`src/rtl/dma_sched.sv`:
```
// Two-requester round-robin DMA descriptor scheduler: it issues one dma_enable per beat and steps the addresses.
// Optional WAIT-state timeout: define DMA_SCHED_TIMEOUT_EN to enable it (TIMEOUT_CYCLES sets the limit).
module dma_sched #(
  parameter int TIMEOUT_CYCLES = 255
) (
  input  logic       clk_h,
  input  logic       rst_n,
  input  logic       req0_valid,
  output logic       req0_ready,
  input  logic       req0_rw,
  input  logic [7:0] req0_sdram_addr,
  input  logic [5:0] req0_mem_addr,
  input  logic [3:0] req0_len,
  input  logic       req1_valid,
  output logic       req1_ready,
  input  logic       req1_rw,
  input  logic [7:0] req1_sdram_addr,
  input  logic [5:0] req1_mem_addr,
  input  logic [3:0] req1_len,
  input  logic       beat_done,
  output logic       dma_enable,
  output logic       rw,
  output logic [7:0] latch_sdram_addr_src,
  output logic [7:0] latch_sdram_addr_dst,
  output logic [5:0] latch_mem1_addr,
  output logic [5:0] latch_mem2_addr,
  output logic       busy,
  output logic       grant_id,
  output logic       xfer_done,
  output logic       err
);

  typedef enum logic [1:0] {IDLE, ISSUE, WAIT, DONE} state_e;

  if (TIMEOUT_CYCLES < 1 || TIMEOUT_CYCLES > 255) begin : g_bad_timeout
    $error("dma_sched: TIMEOUT_CYCLES must be 1..255");
  end

  state_e     state_q;
  logic       rr_q;       // last requester served; reset to 1 so req0 wins first
  logic       rw_q, grant_q, dma_en_q, busy_q, done_q;
  logic [7:0] src_q, dst_q;
  logic [5:0] mem_q;
  logic [4:0] rem_q;

  logic       gnt0, gnt1, acc, sel;
  logic       d_rw;
  logic [7:0] d_sd;
  logic [5:0] d_mem;
  logic [3:0] d_len;

  always_comb begin
    gnt0 = 1'b0;
    gnt1 = 1'b0;
    if (state_q == IDLE) begin
      if (req0_valid && req1_valid) begin
        gnt0 = rr_q;
        gnt1 = !rr_q;
      end else begin
        gnt0 = req0_valid;
        gnt1 = req1_valid;
      end
    end
  end

  assign acc   = gnt0 | gnt1;
  assign sel   = gnt1;
  assign d_rw  = sel ? req1_rw         : req0_rw;
  assign d_sd  = sel ? req1_sdram_addr : req0_sdram_addr;
  assign d_mem = sel ? req1_mem_addr   : req0_mem_addr;
  assign d_len = sel ? req1_len        : req0_len;

  // State is already IDLE under reset; the gate keeps ready low while rst_n is held.
  assign req0_ready = gnt0 & rst_n;
  assign req1_ready = gnt1 & rst_n;

`ifdef DMA_SCHED_TIMEOUT_EN
  localparam logic [7:0] TMO_LAST = 8'(TIMEOUT_CYCLES - 1);
  logic [7:0] tmo_q;
  logic       err_q;
  assign err = err_q;
`else
  assign err = 1'b0;
`endif

  always_ff @(posedge clk_h or negedge rst_n) begin
    if (!rst_n) begin
      state_q  <= IDLE;
      rr_q     <= 1'b1;
      rw_q     <= 1'b0;
      grant_q  <= 1'b0;
      dma_en_q <= 1'b0;
      busy_q   <= 1'b0;
      done_q   <= 1'b0;
      src_q    <= '0;
      dst_q    <= '0;
      mem_q    <= '0;
      rem_q    <= '0;
`ifdef DMA_SCHED_TIMEOUT_EN
      tmo_q    <= '0;
      err_q    <= 1'b0;
`endif
    end else begin
      dma_en_q <= 1'b0;
      done_q   <= 1'b0;
      case (state_q)
        IDLE: if (acc) begin
          state_q  <= ISSUE;
          dma_en_q <= 1'b1;
          busy_q   <= 1'b1;
          grant_q  <= sel;
          rw_q     <= d_rw;
          src_q    <= d_rw ? 8'd0 : d_sd;
          dst_q    <= d_rw ? d_sd : 8'd0;
          mem_q    <= d_mem;
          rem_q    <= {d_len == 4'd0, d_len};   // len 0 encodes 16 beats
`ifdef DMA_SCHED_TIMEOUT_EN
          err_q    <= 1'b0;
`endif
        end
        ISSUE: begin
          state_q <= WAIT;
`ifdef DMA_SCHED_TIMEOUT_EN
          tmo_q   <= '0;
`endif
        end
        WAIT: begin
          if (beat_done) begin
            if (rem_q == 5'd1) begin
              state_q <= DONE;
              done_q  <= 1'b1;
            end else begin
              state_q  <= ISSUE;
              dma_en_q <= 1'b1;
              rem_q    <= rem_q - 5'd1;
              mem_q    <= mem_q + 6'd1;
              if (rw_q) dst_q <= dst_q + 8'd1;
              else      src_q <= src_q + 8'd1;
            end
          end
`ifdef DMA_SCHED_TIMEOUT_EN
          else if (tmo_q == TMO_LAST) begin
            state_q <= DONE;
            done_q  <= 1'b1;
            err_q   <= 1'b1;
          end else begin
            tmo_q <= tmo_q + 8'd1;
          end
`endif
        end
        DONE: begin
          state_q <= IDLE;
          busy_q  <= 1'b0;
          rr_q    <= grant_q;
        end
        default: state_q <= IDLE;
      endcase
    end
  end

  assign dma_enable           = dma_en_q;
  assign rw                   = rw_q;
  assign latch_sdram_addr_src = src_q;
  assign latch_sdram_addr_dst = dst_q;
  assign latch_mem1_addr      = mem_q;
  assign latch_mem2_addr      = mem_q;
  assign busy                 = busy_q;
  assign grant_id             = grant_q;
  assign xfer_done            = done_q;

endmodule

```
`config.mk`:
```
export PLATFORM = sky130hd
export DESIGN_NAME = dma_sched
export DESIGN_NICKNAME = d
export VERILOG_FILES = /design/src/rtl/dma_sched.sv
export SDC_FILE = /design/constraint.sdc
export NUM_CORES = 1
export LEC_CHECK = 0
export BUFFER_PORTS_ARGS = -buffer_cell sky130_fd_sc_hd__buf_2
export CORE_MARGIN = 2
export CORE_UTILIZATION = 35
export CTS_BUF_LIST = sky130_fd_sc_hd__clkbuf_2
export DETAILED_ROUTE_END_ITERATION = 7
export PLACE_DENSITY = 0.62
export SETUP_SLACK_MARGIN = 0.15
export SLEW_MARGIN = 20
export SYNTH_ARGS = -nofsm -noshare
export SYNTH_HDL_FRONTEND = slang
export SYNTH_SLANG_ARGS = --single-unit
```
`constraint.sdc`:
```
create_clock -name clk_h -period 2.6 [get_ports clk_h]
set_input_delay 0.52 -clock clk_h [delete_from_list [all_inputs] [get_ports clk_h]]
set_output_delay 0.52 -clock clk_h [all_outputs]
set_load 0.005 [all_outputs]
```
==> metrics.md <==
| Metric | Value |
|---|---|
| FILL cells | 682 |
| Drt initial violations | 228 |
| Mean post-synth cell area | 8.580 um^2 |
| Count leader, synth | dfrtp_1 |
| GR Util All Layers | roughly a fifth |
| GRT overflow | 0 |
| Post-route ant nets | 0 |
| Area share of the largest cell type after synthesis | 33.73% |
| Top cells by count, synth | dfrtp_1, nand2_1, o21ai_0, a21oi_1, and3_1 |
| Fmax | 451.1 MHz |
| CP max stage delay | around 500 ps |
| Yosys reg bits | 35 |
| Placed Area | 2940 um^2 |
| CP Data Required Time | 2080 ps |
| Flop pwr share | 35.7% |
| Sw frac | between 40% and 50% |
| Port Buffers | 77 |
| Final core occ | 43.61% |
| Post-cts resize count | 0 |
| Async S/R FF share, synth | 100.0% |
| Crit path time final | approximately 2200 ps |
| Post-DP HPWL | 5.621 mm |
| Bufs on Longest Clock Path | 2 |
| CTS Buf Count | 5 |
| CTS H-tree lvls | 2 |
| Initial core utilization | 36.72% |
| Die width | 88.90 um |
| Worst slew pin tran | 564.2 ps |
| Yosys warning total | 0 |
| Register area share after synthesis | about a third |
| Rel. slew slack | 62.38% |
| Clock sink total | 35 |
| Largest net degree at the start of global routing | 28 |
| Clock Skew | 7.017 ps |
| Min-Delay Path Class | in -> reg |
| DR vias | 2,565 |
| P_leak | 1.393 nW |
| Root Driver | clkbuf_2 |
| GP Congestion | 0.8650 |
| Final Hold Vio Count | 0 |
| Outcome | complete, no violations |
| Slew Viols, Final | 0 |
| RSZ-0062 raised after global routing | no |
| Combinational fraction of design power | between 50 and 60% |
| Area grow syn2layout | 18.75% |
| Nets@finish | 409 |
| DR vias/cell | 5.600 |
| Top-Level Pins | 79 |
| Clock network power share | 8.7% |
| Maximum fanout along the worst path | 16 |
| DRT Pass-1 Iters | 4 |
| Cell taking the most area after synthesis | dfrtp_1 |
| CP arrival | 1700 ps |
| DIE HEIGHT | 88.90 um |
| Die area | 7902 um^2 |
| Crit-path cells | nor2_2 -> buf_4 -> nand2_1 -> nor2_1 -> buf_2 |
| # diodes | 0 |
| Vias in the first global route | 2,358 |
| Floorplan row count | 30 |
| Worst Setup End Kind | output pin |
| Mapped cell area | 2522 um^2 |
| Cell Pwr Density | 1035 nW/um^2 |
| Final WL | 7.426 mm |
| Sum Neg Setup Slack | 0 ps |
| Total of max-cap violations | 0 |
| Part of the cycle the worst path needs | a little under nine tenths |
| Peak supply drop | 0.4946 mV |
| Crit-path leading delay family | flip-flops |
| Post-route cell area | 2995 um^2 |
| Synth area leaders | dfrtp_1, o21ai_0, nand2_1 |
| Setup CP Type | reg -> out |
| Drt wl/cell | between 15 and 20 um |
| CP Launch Type | flip-flop |
| Post-synthesis cell count | 294 |
| First-pass GRT wire length | 12.07 mm |
| Synth Net Count | between 300 and 400 |
| Initial antenna violation count | 0 |
| EDFF count, synth | 0 |
| Psw | 0.001478 W |
| # setup viols final | 0 |
| Crit-path slowest cell | dfrtp_1 |
| Area of the core | ~6900 um^2 |
| Main flop type after synthesis | dfrtp_1 |
| Worst-Skew Late Latency | ~400 ps |
| Int Power | 0.001623 W |
| Synth unique cells | 58 |
| CTS tree | yes |
| Clock slew at reported path FFs | ~200 ps |
| Layout cells sized above 1 | 30.11% |
| Critical path buffer and inverter count | 2 |
| Post-route DRC | 0 |
## logic make-up (layout without fill, tap and decap cells)
kind of cell	after synthesis	after routing	share of synthesized area (%)
adder cells (fa/ha/maj)	5	5	2.480
buffers and inverters	36	104	7.341
AO/OA/AOI/OAI	94	94	26.69
AND/OR/NAND/NOR	115	115	25.30
flip-flops	35	35	34.77
multiplexers	8	8	3.274
other	1	1	0.1487
## state kept, by name (all words and copies together), names as in the netlist
register / cells
latch_sdram_addr_dst: 8
latch_sdram_addr_src: 8
latch_mem1_addr: 6
rem_q: 5
state_q: 2
busy: 1
dma_enable: 1
grant_id: 1
rr_q: 1
rw: 1
xfer_done: 1
## metrics by stage
stage,hold slack (ps),setup slack [ps],cells,total power (W)
after CTS,384.4,360.1,458,0.003113
after global routing,371.4,193.1,458,0.003400
after floorplan,224.4,696.8,294,0.002295
after detailed placement,407.2,510.5,449,0.002846
final,400.1,383.4,458,0.003101
after global placement,404.6,563.2,449,0.002809
## power groups by stage
stage | Sequential (W) | Clock, W | Combinational [W]
after global placement | 0.00111 | 0 | 0.00170
after floorplan | 0.00106 | 0 | 0.00123
after global routing | 0.00117 | 0.000298 | 0.00193
after detailed placement | 0.00112 | 0 | 0.00173
final | 0.00111 | 0.000269 | 0.00172
after CTS | 0.00111 | 0.000278 | 0.00173
## repair_timing
item | in CTS | in global routing
buffers inserted | 0 | 0
hold buffers | 1 | 0
hold endpoints to repair | 8 | 0
## worst paths after layout
path | to | start | depth (start not counted) | slack (ps)
setup reg to reg | rem_q[1]$_DFFE_PN0P_ | rem_q[1]$_DFFE_PN0P_ | 7 | 470
hold reg to reg | busy$_DFFE_PN0P_ | busy$_DFFE_PN0P_ | 2 | 510
hold / removal | rem_q[4]$_DFFE_PN0P_ | req1_len[0] | 4 | 400
setup / recovery | req0_ready | state_q[1]$_DFFE_PN0P_ | 5 | 380
max in group asynchronous | rr_q$_DFFE_PN1P_ | rst_n | 3 | 1460
min in group asynchronous | latch_sdram_addr_dst[0]$_DFFE_PN0P_ | rst_n | 2 | 480
## cell type report
type | instances | area [um^2] | share of cell area [%]
inverter | 10 | 37.54 | 1.253
tap | 96 | 120.1 | 4.010
sequential | 35 | 877.1 | 29.28
multi-input combinational | 223 | 1460 | 48.75
timing repair buffer | 86 | 455.4 | 15.20
clock buffer | 5 | 25.02 | 0.8354
clock inverter | 3 | 20.02 | 0.6683
## worst register-to-register path: cells and delay by family, from the launching register on
kind	cells	cell delay, ps
buf+inv	2	280
fa+ha+maj	1	170
simple gates	2	740
flops	1	420
compound gates	2	460
## per-layer routing
layer | vias to the layer above | track usage, % | part of all wire [%]
li1 | 1252 | - | -
met1 | 1213 | 28.19 | 43
met2 | 93 | 30.80 | 48
met3 | 7 | 3.786 | 7.1
met4 | 0 | 4.959 | 1.3
met5 | - | 0 | 0
## cell usage in the layout, fill, tap and decap left out, types with 3 or more instances in the layout
master     n
o221ai_1   3
nand3_1    9
a211oi_1   4
nor2b_1    8
a31oi_1    9
a21oi_1   17
ha_1       5
o211ai_1   5
a221o_1    4
a221oi_2   3
o21ai_0   21
nor4b_1    3
buf_4      8
nor4_1     3
nor3_1     8
clkbuf_2   5
a32o_1     3
buf_2     77
nand2_1   27
nor2_1    10
nand2b_1   7
mux2i_1    6
o22ai_1    8
inv_1      9
dfrtp_1   34
nand4_1   12
and3_1    14
Power figures use the tool's default switching activity.
